## src/rtl/lfsr_hex_if.sv

```systemverilog
// Control/observe bundle for the LFSR hex generator.
interface lfsr_hex_if #(
  parameter int unsigned WIDTH = 8
);
  localparam int unsigned HEXW = 7 * (WIDTH / 4);

  logic             en;
  logic             mode;
  logic             step;
  logic             load;
  logic [WIDTH-1:0] seed;
  logic             blank;
  logic [WIDTH-1:0] q;
  logic [WIDTH-1:0] step_cnt;
  logic [WIDTH-1:0] period;
  logic             wrap;
  logic [HEXW-1:0]  hex;

  modport master (
    output en, mode, step, load, seed, blank,
    input  q, step_cnt, period, wrap, hex
  );

  modport slave (
    input  en, mode, step, load, seed, blank,
    output q, step_cnt, period, wrap, hex
  );
endinterface

```

## src/rtl/lfsr_hex_gen.sv

```systemverilog
// Fibonacci LFSR with free-run/single-step/load modes, period measurement
// and active-low seven-segment readout of the current state.
module lfsr_hex_gen #(
  parameter int unsigned      WIDTH = 8,
  parameter logic [WIDTH-1:0] TAPS  = WIDTH'(8'h09),
  parameter int unsigned      DIV   = 50_000_000
) (
  input  logic         clk,
  input  logic         clrn,
  lfsr_hex_if.slave    bus
);
  localparam int unsigned NDIG = WIDTH / 4;
  localparam int unsigned HEXW = 7 * NDIG;
  localparam int unsigned PW   = (DIV > 1) ? $clog2(DIV) : 1;

  logic [WIDTH-1:0] q_q, q_d;
  logic [WIDTH-1:0] cnt_q, cnt_d;
  logic [WIDTH-1:0] per_q, per_d;
  logic [WIDTH-1:0] seed_q, seed_d;
  logic             wrap_q, wrap_d;
  logic             step_q, step_d;
  logic [PW-1:0]    presc_q, presc_d;
  logic [HEXW-1:0]  hex_q, hex_d;

  logic             fb;
  logic [WIDTH-1:0] shifted;
  logic             presc_hit;
  logic             sh;

  // Nibble to active-low segment code, bit 6 = g.
  function automatic logic [6:0] seg7(input logic [3:0] n);
    logic [6:0] s;
    case (n)
      4'h0:    s = 7'h40;
      4'h1:    s = 7'h79;
      4'h2:    s = 7'h24;
      4'h3:    s = 7'h30;
      4'h4:    s = 7'h19;
      4'h5:    s = 7'h12;
      4'h6:    s = 7'h02;
      4'h7:    s = 7'h78;
      4'h8:    s = 7'h00;
      4'h9:    s = 7'h10;
      4'hA:    s = 7'h08;
      4'hB:    s = 7'h03;
      4'hC:    s = 7'h46;
      4'hD:    s = 7'h21;
      4'hE:    s = 7'h06;
      default: s = 7'h0E;
    endcase
    return s;
  endfunction

  // Feedback with forced 1 on the all-zero state so the register never locks up.
  always_comb begin
    fb      = ^(q_q & TAPS);
    if (q_q == '0) fb = 1'b1;
    shifted = {fb, q_q[WIDTH-1:1]};
  end

  // Shift event: prescaler terminal count in free-run, rising step edge in single-step.
  always_comb begin
    presc_hit = (presc_q == PW'(DIV - 1));
    if (bus.mode) sh = bus.en & bus.step & ~step_q;
    else          sh = bus.en & presc_hit;
  end

  // Prescaler held at zero whenever free-run counting is not active.
  always_comb begin
    presc_d = presc_q;
    if (bus.mode || !bus.en || bus.load) presc_d = '0;
    else if (presc_hit)                  presc_d = '0;
    else                                 presc_d = presc_q + PW'(1);
  end

  // Next state for LFSR, counters and wrap flag; load beats shift.
  always_comb begin
    q_d    = q_q;
    cnt_d  = cnt_q;
    per_d  = per_q;
    seed_d = seed_q;
    wrap_d = 1'b0;
    step_d = bus.step;
    if (bus.load) begin
      q_d    = bus.seed;
      seed_d = bus.seed;
      cnt_d  = '0;
    end else if (sh) begin
      q_d   = shifted;
      cnt_d = cnt_q + WIDTH'(1);
      if ((shifted == seed_q) && (seed_q != '0)) begin
        wrap_d = 1'b1;
        per_d  = cnt_q + WIDTH'(1);
      end
    end
  end

  // Display decode from the registered state; blank forces all segments off.
  always_comb begin
    hex_d = '0;
    for (int k = 0; k < NDIG; k++) begin
      hex_d[7*k +: 7] = bus.blank ? 7'h7F : seg7(q_q[4*k +: 4]);
    end
  end

  // State registers with asynchronous clear.
  always_ff @(posedge clk or negedge clrn) begin
    if (!clrn) begin
      q_q     <= '0;
      cnt_q   <= '0;
      per_q   <= '0;
      seed_q  <= '0;
      wrap_q  <= 1'b0;
      step_q  <= 1'b0;
      presc_q <= '0;
      hex_q   <= {NDIG{7'h40}};
    end else begin
      q_q     <= q_d;
      cnt_q   <= cnt_d;
      per_q   <= per_d;
      seed_q  <= seed_d;
      wrap_q  <= wrap_d;
      step_q  <= step_d;
      presc_q <= presc_d;
      hex_q   <= hex_d;
    end
  end

  assign bus.q        = q_q;
  assign bus.step_cnt = cnt_q;
  assign bus.period   = per_q;
  assign bus.wrap     = wrap_q;
  assign bus.hex      = hex_q;

endmodule

```

## src/flat_wrapper.sv

```systemverilog
// flat-port wrapper written by rule: the top's interface ports become plain ports
module lfsr_hex_gen_flat 
#(
  parameter int unsigned      WIDTH = 8,
  parameter logic [WIDTH-1:0] TAPS  = WIDTH'(8'h09),
  parameter int unsigned      DIV   = 50_000_000
)
  (clk, clrn, bus_en, bus_mode, bus_step, bus_load, bus_seed, bus_blank, bus_q, bus_step_cnt, bus_period, bus_wrap, bus_hex);
  lfsr_hex_if #(.WIDTH(WIDTH)) bus_i ();
  input  logic clk;
  input  logic clrn;
  input wire logic [$bits(bus_i.en)-1:0] bus_en;
  input wire logic [$bits(bus_i.mode)-1:0] bus_mode;
  input wire logic [$bits(bus_i.step)-1:0] bus_step;
  input wire logic [$bits(bus_i.load)-1:0] bus_load;
  input wire logic [$bits(bus_i.seed)-1:0] bus_seed;
  input wire logic [$bits(bus_i.blank)-1:0] bus_blank;
  output wire logic [$bits(bus_i.q)-1:0] bus_q;
  output wire logic [$bits(bus_i.step_cnt)-1:0] bus_step_cnt;
  output wire logic [$bits(bus_i.period)-1:0] bus_period;
  output wire logic [$bits(bus_i.wrap)-1:0] bus_wrap;
  output wire logic [$bits(bus_i.hex)-1:0] bus_hex;
  assign bus_i.en = bus_en;
  assign bus_i.mode = bus_mode;
  assign bus_i.step = bus_step;
  assign bus_i.load = bus_load;
  assign bus_i.seed = bus_seed;
  assign bus_i.blank = bus_blank;
  assign bus_q = bus_i.q;
  assign bus_step_cnt = bus_i.step_cnt;
  assign bus_period = bus_i.period;
  assign bus_wrap = bus_i.wrap;
  assign bus_hex = bus_i.hex;
  lfsr_hex_gen #(.WIDTH(WIDTH), .TAPS(TAPS), .DIV(DIV)) u_core (.clk(clk), .clrn(clrn), .bus(bus_i));
endmodule
```

## config.mk

```make
export PLATFORM = sky130hd
export DESIGN_NAME = lfsr_hex_gen_flat
export DESIGN_NICKNAME = d
export VERILOG_FILES = /design/src/rtl/lfsr_hex_if.sv /design/src/rtl/lfsr_hex_gen.sv /design/src/flat_wrapper.sv
export SDC_FILE = /design/constraint.sdc
export NUM_CORES = 1
export LEC_CHECK = 0
export BUFFER_PORTS_ARGS = -buffer_cell sky130_fd_sc_hd__buf_2
export CAP_MARGIN = 0
export CORE_ASPECT_RATIO = 0.6
export CORE_UTILIZATION = 40
export CTS_CLUSTER_SIZE = 28
export DETAILED_ROUTE_END_ITERATION = 10
export REMOVE_ABC_BUFFERS = 1
export SYNTH_ARGS = -nofsm -noshare
export SYNTH_HDL_FRONTEND = slang
export SYNTH_SLANG_ARGS = --single-unit
```

## constraint.sdc

```tcl
create_clock -name clk -period 2.9 [get_ports clk]
set_input_delay 0.435 -clock clk [delete_from_list [all_inputs] [get_ports clk]]
set_output_delay 0.435 -clock clk [all_outputs]
set_load 0.02 [all_outputs]
```

* Word-level counts from Yosys, hierarchy flattened
Memories as Yosys holds them, arrays and structs flattened.
Index checks and enable logic that the tools add are counted.
** Storage, ports and cells
- Register bits :: 74
- ROM bits :: 224
- Bits of input ports :: 15
- Output and inout bits :: 39
- Word-level logic and storage cells :: 41
- Memories kept :: 2
** Cells by class
- Add/sub/neg operators :: 2
- Equal/unequal tests :: 2
- Muxes and demuxes :: 13
- Bitwise operators :: 5
- Reductions and logical operators :: 9
** Memory list
- (name not given) :: depth 16, bits a word 7, rd ports 1, clocked after Yosys merged registers in 0, wr ports 0, RTL line lfsr_hex_gen.sv:33 : case (n)
- (name not given) :: depth 16, bits a word 7, rd ports 1, clocked after Yosys merged registers in 0, wr ports 0, RTL line lfsr_hex_gen.sv:33
** Operator list (number)
- $mux 26 :: 2
- $mux 8 :: 4
- $add 26x1->26 const B :: 1
- $eq 26x26->1 const B :: 1
- $mux 7 :: 2
- $add 8x1->8 const B :: 1
- $eq 8x8->1 :: 1
- $logic_not 8->1 :: 1
- $reduce_bool 8->1 :: 1
- $reduce_xor 8->1 :: 1
- $mux 1 :: 5
- $and 1x1->1 :: 3
- $reduce_and 3->1 :: 1
- $logic_or 1x1->1 :: 2
- $not 1->1 :: 2
- $reduce_bool 2->1 :: 1
- $logic_and 1x1->1 :: 1
- $logic_not 1->1 :: 1

* Depth between registers and ports, before layout
- Word-level depth :: 7
- Gate-level depth with buffers :: 8

* Worst setup path after synthesis
OpenSTA, ideal clock, no wires.
- Path type :: register to register
- From :: register u_core.q_q[0] (netlist: u_core.bus.q[0])
- To :: register u_core.per_q[1] (netlist: u_core.bus.period[1])
- Arrival :: 2.224 ns
- Setup slack :: 0.551 ns
- Cell stages (with the launch flop) :: 9
- Buffers on the path :: 1
- Period minus slack after synthesis :: 2.349 ns
- Cell sequence :: dfrtp_1 -> inv_1 -> ha_1 -> nor2b_1 -> a41oi_1 -> xnor2_1 -> a2111o_1 -> buf_6 -> mux2_4
** On the way
- Word-level cells in the longest chain between the ends :: 5
- Elaborated cells on any way between the ends :: 6
** RTL lines
- from (decl) :: RTL line lfsr_hex_gen.sv:16 : logic [WIDTH-1:0] q_q, q_d;
- from (signal assigned) :: RTL line lfsr_hex_gen.sv:118 : q_q <= q_d;
- $reduce_xor 8->1 or $logic_not 8->1 (tied branches) :: RTL line lfsr_hex_gen.sv:56, lfsr_hex_gen.sv:57
- $mux 1 (*) :: RTL line lfsr_hex_gen.sv:57 : if (q_q == '0) fb = 1'b1;
- $eq 8x8->1 (*) :: RTL line lfsr_hex_gen.sv:91 : if ((shifted == seed_q) && (seed_q != '0)) begin
- $logic_and 1x1->1 (*) :: RTL line lfsr_hex_gen.sv:91
- $reduce_and 3->1 (no line) (*)
- to (signal assigned) :: RTL line lfsr_hex_gen.sv:120 : per_q <= per_d;
- to (decl) :: RTL line lfsr_hex_gen.sv:18 : logic [WIDTH-1:0] per_q, per_d;
Every way passes the cells marked *; elsewhere a longest branch is shown, timed or not.
A chain may end at the register's enable or synchronous reset.

* Final worst setup path
- From :: register u_core.q_q[0] (netlist: u_core.bus.q[0])
- To :: register u_core.per_q[7] (netlist: u_core.bus.period[7])
Same word-level chain as after synthesis.

==> impl_metrics.toml <==
[setup_path]
crit_buf_inv = 1
worstSetupStartpoint = "u_core.bus.q[0]"
endpoint_kind = "flip-flop"
cp_cell_sequence = "inv_1 -> ha_1 -> nor2b_1 -> a41oi_1 -> xnor2_1 -> a2111o_1 -> mux2_4"
crit_path_max_incr_delay_ps = 600
timing.reg2reg.setup_slack_ps = 250
startpoint_type = "flip-flop"
crit_family = "compound AO/OA/AOI/OAI gates"
crit_type = "flip-flop to flip-flop"
r2r-start = "u_core.bus.q[0]"
crit_slowest_cell = "a2111o_1"
cp_data_arrival_time_ps = 2860
worst_ep_required_time_ps = 3110
r2r-end = "u_core.bus.period[7]"
reg2regPathDepth = 7
crit_fanout = 10

[detailed_routing]
wire_per_inst_microns = 14.8
num_vias = 2859
drt_iter0_markers = 202
first_pass_iters = 5
drt_wl_total_mm = 8.41
ant_nets = 0
drc = 0
viasPerCell = 5.03

[min_path]
whs_endpoint = "u_core.step_q"
hold_path.class = "input port to flip-flop"
hp-start = "bus_step"
whs_path_depth = 1

[final_layout]
layout.nets = 462
fill_cells = 883
drive_gt1_share_pct = 21.7
final_cell_area_sq_um = 4520
diodes = 0
areaGrowthSynthToFinish_pct = 19.3

[clock_network]
clock_sinks = 74
cts_setup_buffers = 0
cts_tree = "yes"
h-tree-depth = 3
insertion_delay_ps = 330
cts_resized = 0
numCtsBuffers = 9
clk_pin_slew_ps = 60
postCtsHoldBufs = 0
root_buffer = "clkbuf_16"
clockBufferDepth = 2

[sta]
hold_viol = 0
hold_slack_ps = 226
min_period_ps = 2650
timing.final.crit_share_pct = 91.5
tns_ps = 0
rsz0062_at_grt = "false"
slew_headroom_pct = 37.3
final_max_slew_viol_count = 0
finalSetupViolations = 0
max_freq_mhz = 377
tightest_slew_ps = 941
fin_skew_ps = 4.09

[placed_design]
gp_congestion = 0.807
dpl_cell_area_sq_um = 4230
port_buffers = 53
dp_hpwl_mm = 5.77

[synthesis]
ys.flop_type = "dfrtp_1"
synthTopCellsByArea = "dfrtp_1 (48%), xor2_1 (5.8%), nor2_1 (4.6%)"
synth_common_cells = "dfrtp_1 (72), nor2_1 (46), nand2_1 (28), o21ai_0 (26), xor2_1 (25)"
ys_seq_elements = 74
synthDistinctLibCells = 42
ys_seq_area_share_pct = 49.0
syn_inst = 377
yosys_warnings = 0
synth_edf_count = 0
syn_area_per_cell_sq_um = 10.0
ys_async_sr_fraction_pct = 100
synthesis.area_sq_um = 3790
netlist.top_cell.by_area = "dfrtp_1"
synth.most_common_cell = "dfrtp_1"
synth_top_cell_area_share_pct = 47.6

[global_route]
grt_max_degree = 75
overflow = 0
antenna_found_initial = 0
grt_usage_pct = 18.8
grt_pass1_wl_mm = 14.2
first_global_vias = 2704

[floorplan]
ioPinCount = 54
design.die.area_sq_um = 9870
start_util_pct = 41.2
core_sq_um = 9190
die_x_microns = 128
placement_rows = 27
die_h_microns = 77.4

[outcome]
status = "complete, no violations"

[power_and_ir_drop]
p_total_mw = 2.53
power_per_cell_area_nw_per_um2 = 561
vdd_drop_max_uv = 326
leakagePower_nw = 2.17

[job]
drv_cap = 0
[sequential cells by signal, summed over array words and instances, names as in the netlist]
| name | flops |
|---|---|
| u_core.bus.hex | 14 |
| u_core.bus.period | 8 |
| u_core.bus.q | 8 |
| u_core.bus.step_cnt | 8 |
| u_core.bus.wrap | 1 |
| u_core.presc_q | 26 |
| u_core.step_q | 1 |
| u_core.seed_q | 8 |
[logic make-up (layout without fill, tap and decap cells)]
kind of cell / after synthesis / count (layout) / synth area share [%]
AOI/OAI and AO/OA: 52 / 52 / 8.39
adders and majority gates: 13 / 13 / 4.30
buffers and inverters: 38 / 99 / 4.00
xor gates and xnor gates: 39 / 39 / 9.02
DFF: 74 / 74 / 49.0
and+or+nand+nor: 137 / 137 / 17.6
muxes: 24 / 24 / 7.70
[power breakdown]
| group | switching, mW | internal, mW | leakage, nW |
|---|---|---|---|
| clock | 0.405 | 0.682 | 0.142 |
| combinational | 0.210 | 0.123 | 1.07 |
| sequential | 0.0312 | 1.08 | 0.953 |
| total | 0.646 | 1.89 | 2.17 |
[worst max-delay path by stage]
stage / endpoint / slack, ps / cells after the start
after global routing: u_core.bus.period[4] / 20 / 7
after global placement: u_core.bus.period[4] / 400 / 5
after CTS: u_core.bus.period[3] / 230 / 7
final: u_core.bus.period[7] / 250 / 7
after detailed placement: u_core.bus.period[3] / 260 / 7
after floorplan: u_core.bus.period[1] / -0.6 / 6
[through the flow]
step	utilization (%)	worst slack (ps)	std cells
2_1_floorplan	-	-0.631	359
3_3_place_gp	46.0	399	553
3_5_place_dp	46.0	258	553
4_1_cts	49.1	235	568
5_1_grt	49.1	25.0	568
6_report	49.1	246	568
[worst reg2reg max path: stages, from the launching register on]
cell      delay (ps)
dfrtp_1          540
inv_1            160
ha_1             260
nor2b_1          140
a41oi_1          310
xnor2_1          140
a2111o_1         600
mux2_4           380
[metal layers]
metal / vias to the layer above / wire length, microns / GRT usage, %
li1: 1404 / - / -
met1: 1379 / 4530 / 29.6
met2: 67 / 3450 / 24.8
met3: 9 / 349 / 4.97
met4: 0 / 76 / 5.29
met5: - / 0 / 0
[cell type report]
class	instances	area [sq um]	share of cell area (%)
clock buffer	12	246	5.46
inverter	20	75.1	1.66
sequential	74	1850	41.1
timing repair buffer	64	350	7.76
tap	130	163	3.60
clock inverter	3	40.0	0.887
multi-input combinational	265	1790	39.6
[placed cells by master, fill, tap and decap left out, types with 3 or more instances in the layout]
cell        n
ha_1       13
buf_4      12
mux2_2      3
dfrtp_1    72
or3_1       6
mux2_4      7
a21oi_1    10
nor3_1      5
nor2_1     46
nor4_1      6
and3_1      6
o21ai_0    26
xor2_1     25
a211o_1     3
nand4_1    10
xnor2_1    14
buf_2      52
nand3_1    15
mux2i_1    13
inv_1      20
or2_2       4
nand2_1    28
clkbuf_16   9
Note: power is estimated with default switching activity, not from simulation.
